[src/rtl/piano_keypad_if.sv]
// ============================================================================
// Module  : piano_keypad_if
// Brief   : Scanner-to-tone-generator keypad bus (key input, note/octave out).
// Rev     : 1.0
// ============================================================================
`default_nettype none

interface piano_keypad_if;
  logic       ready;
  logic [4:0] keycode;
  logic [3:0] note;
  logic [3:0] octave;

  modport master (
    output ready,
    output keycode,
    input  note,
    input  octave
  );

  modport slave (
    input  ready,
    input  keycode,
    output note,
    output octave
  );
endinterface

`default_nettype wire

[src/rtl/piano_keypad.sv]
// ============================================================================
// Module  : piano_keypad
// Brief   : Keycode to registered note/octave, with one-shot octave keys.
// Rev     : 1.0
// ============================================================================
`default_nettype none

module piano_keypad #(
  parameter int DEFAULT_OCTAVE = 4,
  parameter int MIN_OCTAVE     = 0,
  parameter int MAX_OCTAVE     = 8
) (
  input  logic           clk,
  input  logic           rst_n,
  piano_keypad_if.slave  kp
);

  localparam logic [3:0] c_oct_default = 4'(DEFAULT_OCTAVE);
  localparam logic [3:0] c_oct_min     = 4'(MIN_OCTAVE);
  localparam logic [3:0] c_oct_max     = 4'(MAX_OCTAVE);
  localparam logic [4:0] c_key_notes   = 5'd12;
  localparam logic [4:0] c_key_down    = 5'd12;
  localparam logic [4:0] c_key_up      = 5'd13;
  localparam logic [4:0] c_key_reset   = 5'd14;

  logic       r_prev_ready;
  logic [4:0] r_prev_keycode;
  logic [3:0] r_note;
  logic [3:0] r_octave;

  logic       w_press;
  logic [3:0] w_note_next;
  logic [3:0] w_octave_next;

  // A press is a fresh ready or a keycode change while held (legato switch).
  always_comb begin
    w_press = kp.ready && (!r_prev_ready || (kp.keycode != r_prev_keycode));

    w_note_next = 4'd0;
    if (kp.ready && (kp.keycode < c_key_notes)) begin
      w_note_next = kp.keycode[3:0] + 4'd1;
    end

    w_octave_next = r_octave;
    if (w_press) begin
      case (kp.keycode)
        c_key_down:  if (r_octave > c_oct_min) w_octave_next = r_octave - 4'd1;
        c_key_up:    if (r_octave < c_oct_max) w_octave_next = r_octave + 4'd1;
        c_key_reset: w_octave_next = c_oct_default;
        default:     w_octave_next = r_octave;
      endcase
    end
  end

  always_ff @(posedge clk or negedge rst_n) begin
    if (!rst_n) begin
      r_prev_ready   <= 1'b0;
      r_prev_keycode <= 5'd0;
      r_note         <= 4'd0;
      r_octave       <= c_oct_default;
    end else begin
      r_prev_ready   <= kp.ready;
      r_prev_keycode <= kp.keycode;
      r_note         <= w_note_next;
      r_octave       <= w_octave_next;
    end
  end

  assign kp.note   = r_note;
  assign kp.octave = r_octave;

endmodule

`default_nettype wire

[src/flat_wrapper.sv]
// flat-port wrapper written by rule: the top's interface ports become plain ports
module piano_keypad_flat 
#(
  parameter int DEFAULT_OCTAVE = 4,
  parameter int MIN_OCTAVE     = 0,
  parameter int MAX_OCTAVE     = 8
)
  (clk, rst_n, kp_ready, kp_keycode, kp_note, kp_octave);
  piano_keypad_if kp_i ();
  input  logic clk;
  input  logic rst_n;
  input wire logic [$bits(kp_i.ready)-1:0] kp_ready;
  input wire logic [$bits(kp_i.keycode)-1:0] kp_keycode;
  output wire logic [$bits(kp_i.note)-1:0] kp_note;
  output wire logic [$bits(kp_i.octave)-1:0] kp_octave;
  assign kp_i.ready = kp_ready;
  assign kp_i.keycode = kp_keycode;
  assign kp_note = kp_i.note;
  assign kp_octave = kp_i.octave;
  piano_keypad #(.DEFAULT_OCTAVE(DEFAULT_OCTAVE), .MIN_OCTAVE(MIN_OCTAVE), .MAX_OCTAVE(MAX_OCTAVE)) u_core (.clk(clk), .rst_n(rst_n), .kp(kp_i));
endmodule
[config.mk]
export PLATFORM = sky130hd
export DESIGN_NAME = piano_keypad_flat
export DESIGN_NICKNAME = d
export VERILOG_FILES = /design/src/rtl/piano_keypad_if.sv /design/src/rtl/piano_keypad.sv /design/src/flat_wrapper.sv
export SDC_FILE = /design/constraint.sdc
export NUM_CORES = 1
export LEC_CHECK = 0
export CAP_MARGIN = 25
export CORE_ASPECT_RATIO = 1.1
export CORE_MARGIN = 8
export CORE_UTILIZATION = 35
export DETAILED_ROUTE_END_ITERATION = 10
export HOLD_SLACK_MARGIN = 0.05
export SLEW_MARGIN = 20
export SYNTH_ARGS = -nofsm -noshare
export SYNTH_HDL_FRONTEND = slang
export SYNTH_SLANG_ARGS = --single-unit
[constraint.sdc]
create_clock -name clk -period 1.7 [get_ports clk]
set_input_delay 0.425 -clock clk [delete_from_list [all_inputs] [get_ports clk]]
set_output_delay 0.425 -clock clk [all_outputs]
set_load 0.01 [all_outputs]
==> results of run 1 <==
==> power breakdown <==
part / leakage (nW) / switching (mW) / internal, mW
combinational: 0.406 / 0.291 / 0.385
sequential: 0.169 / 0.0572 / 0.402
clock: 0.0210 / 0.110 / 0.130
==> cells by family (layout without fill, tap and decap cells) <==
group                      count (synthesis)  count (layout)  synth area share [%]
buffers and inverters                      7              48                  3.40
adders and majority gates                  8               8                  13.9
AOI/OAI and AO/OA                         10              10                  9.89
and+or+nand+nor                           18              18                  13.3
DFF                                       14              14                  45.5
muxes                                      4               4                  7.13
xor gates and xnor gates                   6               6                  6.81
==> what timing repair did <==
item / 4_1_cts / 5_1_grt
endpoints found under the setup margin: 8 / 4
gates resized for setup: 29 / 3
endpoints found under the hold margin: 0 / 0
setup buffers: 6 / 0
pin swaps: 5 / 3
==> worst paths after layout <==
path | start | end | slack [ps] | cells after the start
setup / recovery | kp_keycode[2] | u_core.kp.octave[1] | 40 | 9
max in group asynchronous | rst_n | u_core.kp.octave[2] | 1020 | 2
min in group asynchronous | rst_n | u_core.r_prev_keycode[2] | 450 | 2
hold / removal | kp_keycode[4] | u_core.r_prev_keycode[4] | 370 | 2
hold reg to reg | u_core.kp.octave[3] | u_core.kp.octave[3] | 590 | 2
setup reg to reg | u_core.kp.octave[3] | u_core.kp.octave[1] | 70 | 6
==> layout make-up <==
type	count	area (µm²)	share of cell area, %
repair buffers	37	303	24.7
multi-input cells	46	465	38.0
inverters	7	28.8	2.35
clock buffers	4	36.3	2.97
well taps	30	37.5	3.07
flip-flops and latches	14	353	28.8
==> registers in the layout (all words and copies together), names as in the netlist <==
signal,flops
u_core.kp.note,4
u_core.r_prev_ready,1
u_core.r_prev_keycode,5
u_core.kp.octave,4
==> stage by stage <==
step | worst slack, ps | hold WS [ps] | instance area, µm² | std cells
CTS | 1.67 | 367 | 1200 | 138
floorplan | -126 | 129 | 803 | 67
global route | 3.73 | 367 | 1220 | 138
global placement | -670 | 605 | 1110 | 128
finish | 36.3 | 372 | 1220 | 138
detailed placement | -682 | 594 | 1110 | 128
==> worst reg2reg max path, stage by stage, from the launching register on <==
cell	delay (ps)
dfrtp_2	440
buf_12	140
ha_4	150
nand2b_4	140
a211oi_4	190
o211ai_4	150
mux2_4	320
==> layer usage <==
metal / share of wire [%] / GRT usage [%] / vias up / wire length (µm)
met5: 0 / 0 / - / 0
met4: 2.8 / 7.29 / 0 / 53
met3: 5.2 / 2.15 / 4 / 100
met2: 51 / 17.5 / 15 / 972
met1: 41 / 11.2 / 306 / 797
li1: - / - / 309 / -
==> cells in the mapped netlist (2+ instances only) <==
cell type	count	area, µm²
a21oi_1	6	30.0
and2_1	2	12.5
and3b_1	2	17.5
dfrtp_1	13	325
ha_1	7	87.6
inv_1	6	22.5
mux2_4	3	45.0
nand2_1	5	18.8
nand2b_1	2	12.5
nor3_1	2	10.0
xnor2_1	5	43.8
==> impl_metrics.csv, run 1 <==
group,metric,value,unit
timing,worst_slew_pin_slew,324,ps
logic_synthesis,synth_area,772,µm²
pwr,power_leakage,0.596,nW
setup_path,worstSetupEndpointType,"register",
timing,fin_crit,1660,ps
setup_path,path_class,"in -> reg",
drt,vias_per_cell,4.59,
job,max_cap_violations,0,
timing,finalSetupViolCount,0,
drt,wire_per_inst,13.9,µm
logic_synthesis,ys_ff_latch,14,
logic_synthesis,synth.distinct_cells,25,
clock_network,htreeDepth,1,
grt,grt.total_usage,10.4,%
setup_path,cpMaxStageDelayCell,"mux2_4",
timing,hold_viol,0,
floorplanning,core_region_area,2160,µm²
timing,max_clock_freq,601,MHz
place,hpwl,1380,µm
final_layout,nets,125,
setup_path,worstPathBufferInverterCount,2,
final_layout,drive_gt1_share,45.4,%
floorplanning,fp.dieH,65.3,µm
drt,first_iter_violations,13,
clock_network,clock_latency,280,ps
logic_synthesis,syn_nets,83,
clock_network,postCtsHoldBufs,0,
floorplanning,die_area,3970,µm²
clock_network,cts_buffer_depth,2,
timing,finalCritPeriodShare,97.9,%
timing,slew-limit-headroom,78.4,%
run_status,run_status,"finished, final reports clean",
timing,slew_viol_final,0,
drt,wl,1920,µm
logic_synthesis,syn_area_per_cell,11.5,µm²
grt,grt_overflow,0,
final_layout,layout_commonest_cell,"buf_4",
setup_path,path_cells,"buf_2 -> and3b_2 -> nand2_4 -> inv_4 -> ha_4 -> nand2b_4 -> a211oi_4 -> o211ai_4 -> mux2_4",
drt,ant_nets,0,
logic_synthesis,synth_edf_count,0,
pwr,powerDensity,1120,nW/µm²
drt,drtPass1Iterations,4,
floorplanning,start_util,35.7,%
floorplanning,fp.dieW,60.8,µm
logic_synthesis,async_flop_share,100,%
timing,setup_tns,0,ps
timing,rsz0062_at_grt,"no",
setup_path,crit_family,"simple AND/OR/NAND/NOR gates",
clock_network,cts.sinks,14,
clock_network,root_buffer,"clkbuf_4",
min_path,min_path_type,"in -> reg",
final_layout,num_antenna_cells,0,
setup_path,critPathMaxStageDelay,320,ps
clock_network,path_clk_slew,90,ps
drt,num_vias,634,
floorplanning,ioPinCount,16,
timing,fin_skew,2.62,ps
grt,grt_pass1_vias,725,
grt,antenna_found_initial,0,
grt,grt_max_degree,15,
floorplanning,row_count,18,
place,numPortBuffers,15,
grt,grt_pass1_wl,3070,µm
clock_network,cts_tree,"done",
setup_path,startpoint_type,"input port",
setup_path,crit_fanout,4,
logic_synthesis,ys_warn_count,0,
final_layout,fillCellCount,217,
logic_synthesis,netlist_instances,67,
drt,drc,0,
place,place_congestion,0.806,
logic_synthesis,ys_seq_area_share,45.5,%
setup_path,cp_data_arrival_time,1830,ps
final_layout,finish.utilization,56.6,%
pwr,power,1.38,mW
setup_path,critPathRequiredTime,1870,ps
final_layout,layout_common_cells,"21 x buf_4, 12 x dfrtp_1, 7 x clkdlybuf4s50_1",
clock_network,numCtsBuffers,3,
final_layout,syn2layout_area_growth,58.5,%
pwr,ir_drop,818,µV
logic_synthesis,ys.flop_type,"dfrtp_1",
Note: power is estimated with default switching activity, not from simulation.
==> run 2, diff against run 1 <==
--- a/config.mk
+++ b/config.mk
@@ -7,9 +7,10 @@
 export LEC_CHECK = 0
 export CAP_MARGIN = 25
 export CORE_ASPECT_RATIO = 1.1
-export CORE_MARGIN = 8
 export CORE_UTILIZATION = 35
 export DETAILED_ROUTE_END_ITERATION = 10
+export GPL_ROUTABILITY_DRIVEN = 0
+export GPL_TIMING_DRIVEN = 0
 export HOLD_SLACK_MARGIN = 0.05
 export SLEW_MARGIN = 20
 export SYNTH_ARGS = -nofsm -noshare
==> run 2 against run 1 <==
- critical path depth decreased by 1
- first-iteration DRC count decreased by 38%
- utilization decreased by 1.1 points
- critical path type unchanged
==> impl_metrics.csv, run 2 (synthesis results as in run 1) <==
group,metric,value,unit
grt,antenna_found_initial,0,
timing,slew-limit-headroom,59.0,%
drt,drc,0,
clock_network,numCtsBuffers,3,
final_layout,num_antenna_cells,0,
setup_path,crit_family,"adder cells",
grt,grt_pass1_wl,2730,µm
min_path,min_path_type,"in -> reg",
final_layout,multi_input_area,468,µm²
setup_path,worstSetupEndpointType,"register",
final_layout,top_register,"u_core.r_prev_keycode",
place,hpwl,1130,µm
clock_network,clock_latency,270,ps
drt,num_vias,590,
floorplanning,ioPinCount,16,
clock_network,postCtsHoldBufs,0,
pwr,powerDensity,1070,nW/µm²
timing,max_clock_freq,602,MHz
clock_network,root_buffer,"clkbuf_4",
timing,fin_crit,1660,ps
drt,drtPass1Iterations,2,
grt,grt_max_degree,15,
final_layout,largest_reg_flops,5,
grt,grt.total_usage,15.9,%
timing,rsz0062_at_grt,"yes",
floorplanning,die_area,2400,µm²
final_layout,finish.utilization,55.5,%
clock_network,cts_buffer_depth,2,
final_layout,fin_area,1130,µm²
floorplanning,row_count,17,
final_layout,ff_latch_area,354,µm²
floorplanning,fp.dieW,46.8,µm
final_layout,layout_commonest_cell,"dfrtp_1",
timing,finalSetupViolCount,0,
setup_path,critPathMaxStageDelay,510,ps
grt,grt_pass1_vias,658,
final_layout,layout_common_cells,"11 x dfrtp_1, 9 x buf_4, 7 x clkdlybuf4s50_1, 5 x a21oi_1, 5 x xnor2_1",
setup_path,critPathRequiredTime,1860,ps
floorplanning,core_region_area,2040,µm²
drt,wl,1540,µm
setup_path,cp_data_arrival_time,1820,ps
setup_path,crit_fanout,3,
setup_path,worstPathBufferInverterCount,3,
timing,slew_viol_final,0,
setup_path,path_class,"in -> reg",
drt,first_iter_violations,8,
clock_network,cts_tree,"done",
place,placed_area,988,µm²
final_layout,fillCellCount,192,
pwr,power_leakage,0.526,nW
clock_network,cts.sinks,14,
timing,hold_viol,0,
place,placedCellCount,110,
setup_path,cpMaxStageDelayCell,"fa_2",
floorplanning,start_util,37.8,%
setup_path,startpoint_type,"input port",
place,numPortBuffers,15,
final_layout,finalNonFillerCells,122,
setup_path,path_cells,"buf_8 -> and3b_2 -> nand2_2 -> inv_2 -> buf_4 -> fa_2 -> a21oi_1 -> mux2_4",
timing,finalCritPeriodShare,97.7,%
final_layout,nets,111,
run_status,run_status,"finished, final reports clean",
timing,worst_slew_pin_slew,613,ps
drt,wire_per_inst,12.6,µm
timing,setup_tns,0,ps
timing,fin_skew,0.659,ps
drt,ant_nets,0,
pwr,ir_drop,684,µV
job,max_cap_violations,0,
final_layout,syn2layout_area_growth,46.8,%
drt,vias_per_cell,4.84,
final_layout,drive_gt1_share,39.4,%
clock_network,htreeDepth,1,
grt,grt_overflow,0,
clock_network,path_clk_slew,80,ps
floorplanning,fp.dieH,51.3,µm
[run 2: metal layers]
layer,track usage (%),up-vias,wire length (µm)
li1,-,280,-
met1,17.9,286,654
met2,26.2,18,755
met3,4.24,6,76
met4,9.05,0,48
met5,0,-,0
[run 2: path summary, 6_finish.rpt]
| check | from | endpoint | slack [ps] | cells past startpoint |
|---|---|---|---|---|
| max | kp_keycode[3] | u_core.kp.octave[1] | 40 | 8 |
| min | kp_keycode[4] | u_core.r_prev_keycode[4] | 270 | 1 |
| max reg2reg | u_core.kp.octave[0] | u_core.kp.octave[1] | 170 | 4 |
| min reg2reg | u_core.kp.octave[1] | u_core.kp.octave[1] | 590 | 1 |
| max in group asynchronous | rst_n | u_core.kp.octave[3] | 740 | 1 |
| min in group asynchronous | rst_n | u_core.kp.note[1] | 530 | 1 |
[run 2: final cells by class]
type	instances	share of cell area (%)
multi-input cells	46	41.3
flip-flops and latches	14	31.2
repair buffers	23	19.8
well taps	28	3.09
clock buffers	4	2.32
inverters	7	2.32
[run 2: timing repair]
action / 4_1_cts / 5_1_grt
pin swaps: 4 / 7
buffers inserted: 5 / 3
endpoints found under the setup margin: 7 / 6
gates resized for setup: 36 / 10
[run 2: report_power, final]
part / switching (mW) / leakage, nW / internal [mW]
Sequential: 0.0818 / 0.168 / 0.405
Clock: 0.102 / 0.0150 / 0.0908
Combinational: 0.230 / 0.343 / 0.301
[run 2: worst register-to-register path: stages (launching register included)]
cell and delay (ps):
dfrtp_2 450, nor4b_2 390, a211oi_4 120, o211ai_4 140, mux2_4 330
[run 2: stage by stage]
stage / total power, mW / setup slack [ps] / hold WS [ps]
6_report: 1.21 / 38.9 / 268
5_1_grt: 1.30 / -3.29 / 258
4_1_cts: 1.17 / -5.74 / 258
3_5_place_dp: 0.962 / -872 / 554
3_3_place_gp: 0.954 / -852 / 591
2_1_floorplan: 0.766 / -126 / 129
==> run 3, diff against run 2 <==
--- a/config.mk
+++ b/config.mk
@@ -8,6 +8,7 @@
 export CAP_MARGIN = 25
 export CORE_ASPECT_RATIO = 1.1
 export CORE_UTILIZATION = 35
+export CTS_CLUSTER_SIZE = 28
 export DETAILED_ROUTE_END_ITERATION = 10
 export GPL_ROUTABILITY_DRIVEN = 0
 export GPL_TIMING_DRIVEN = 0
==> results of run 3 <==
No change in the layout: final DEF, timing and power equal those of run 2.
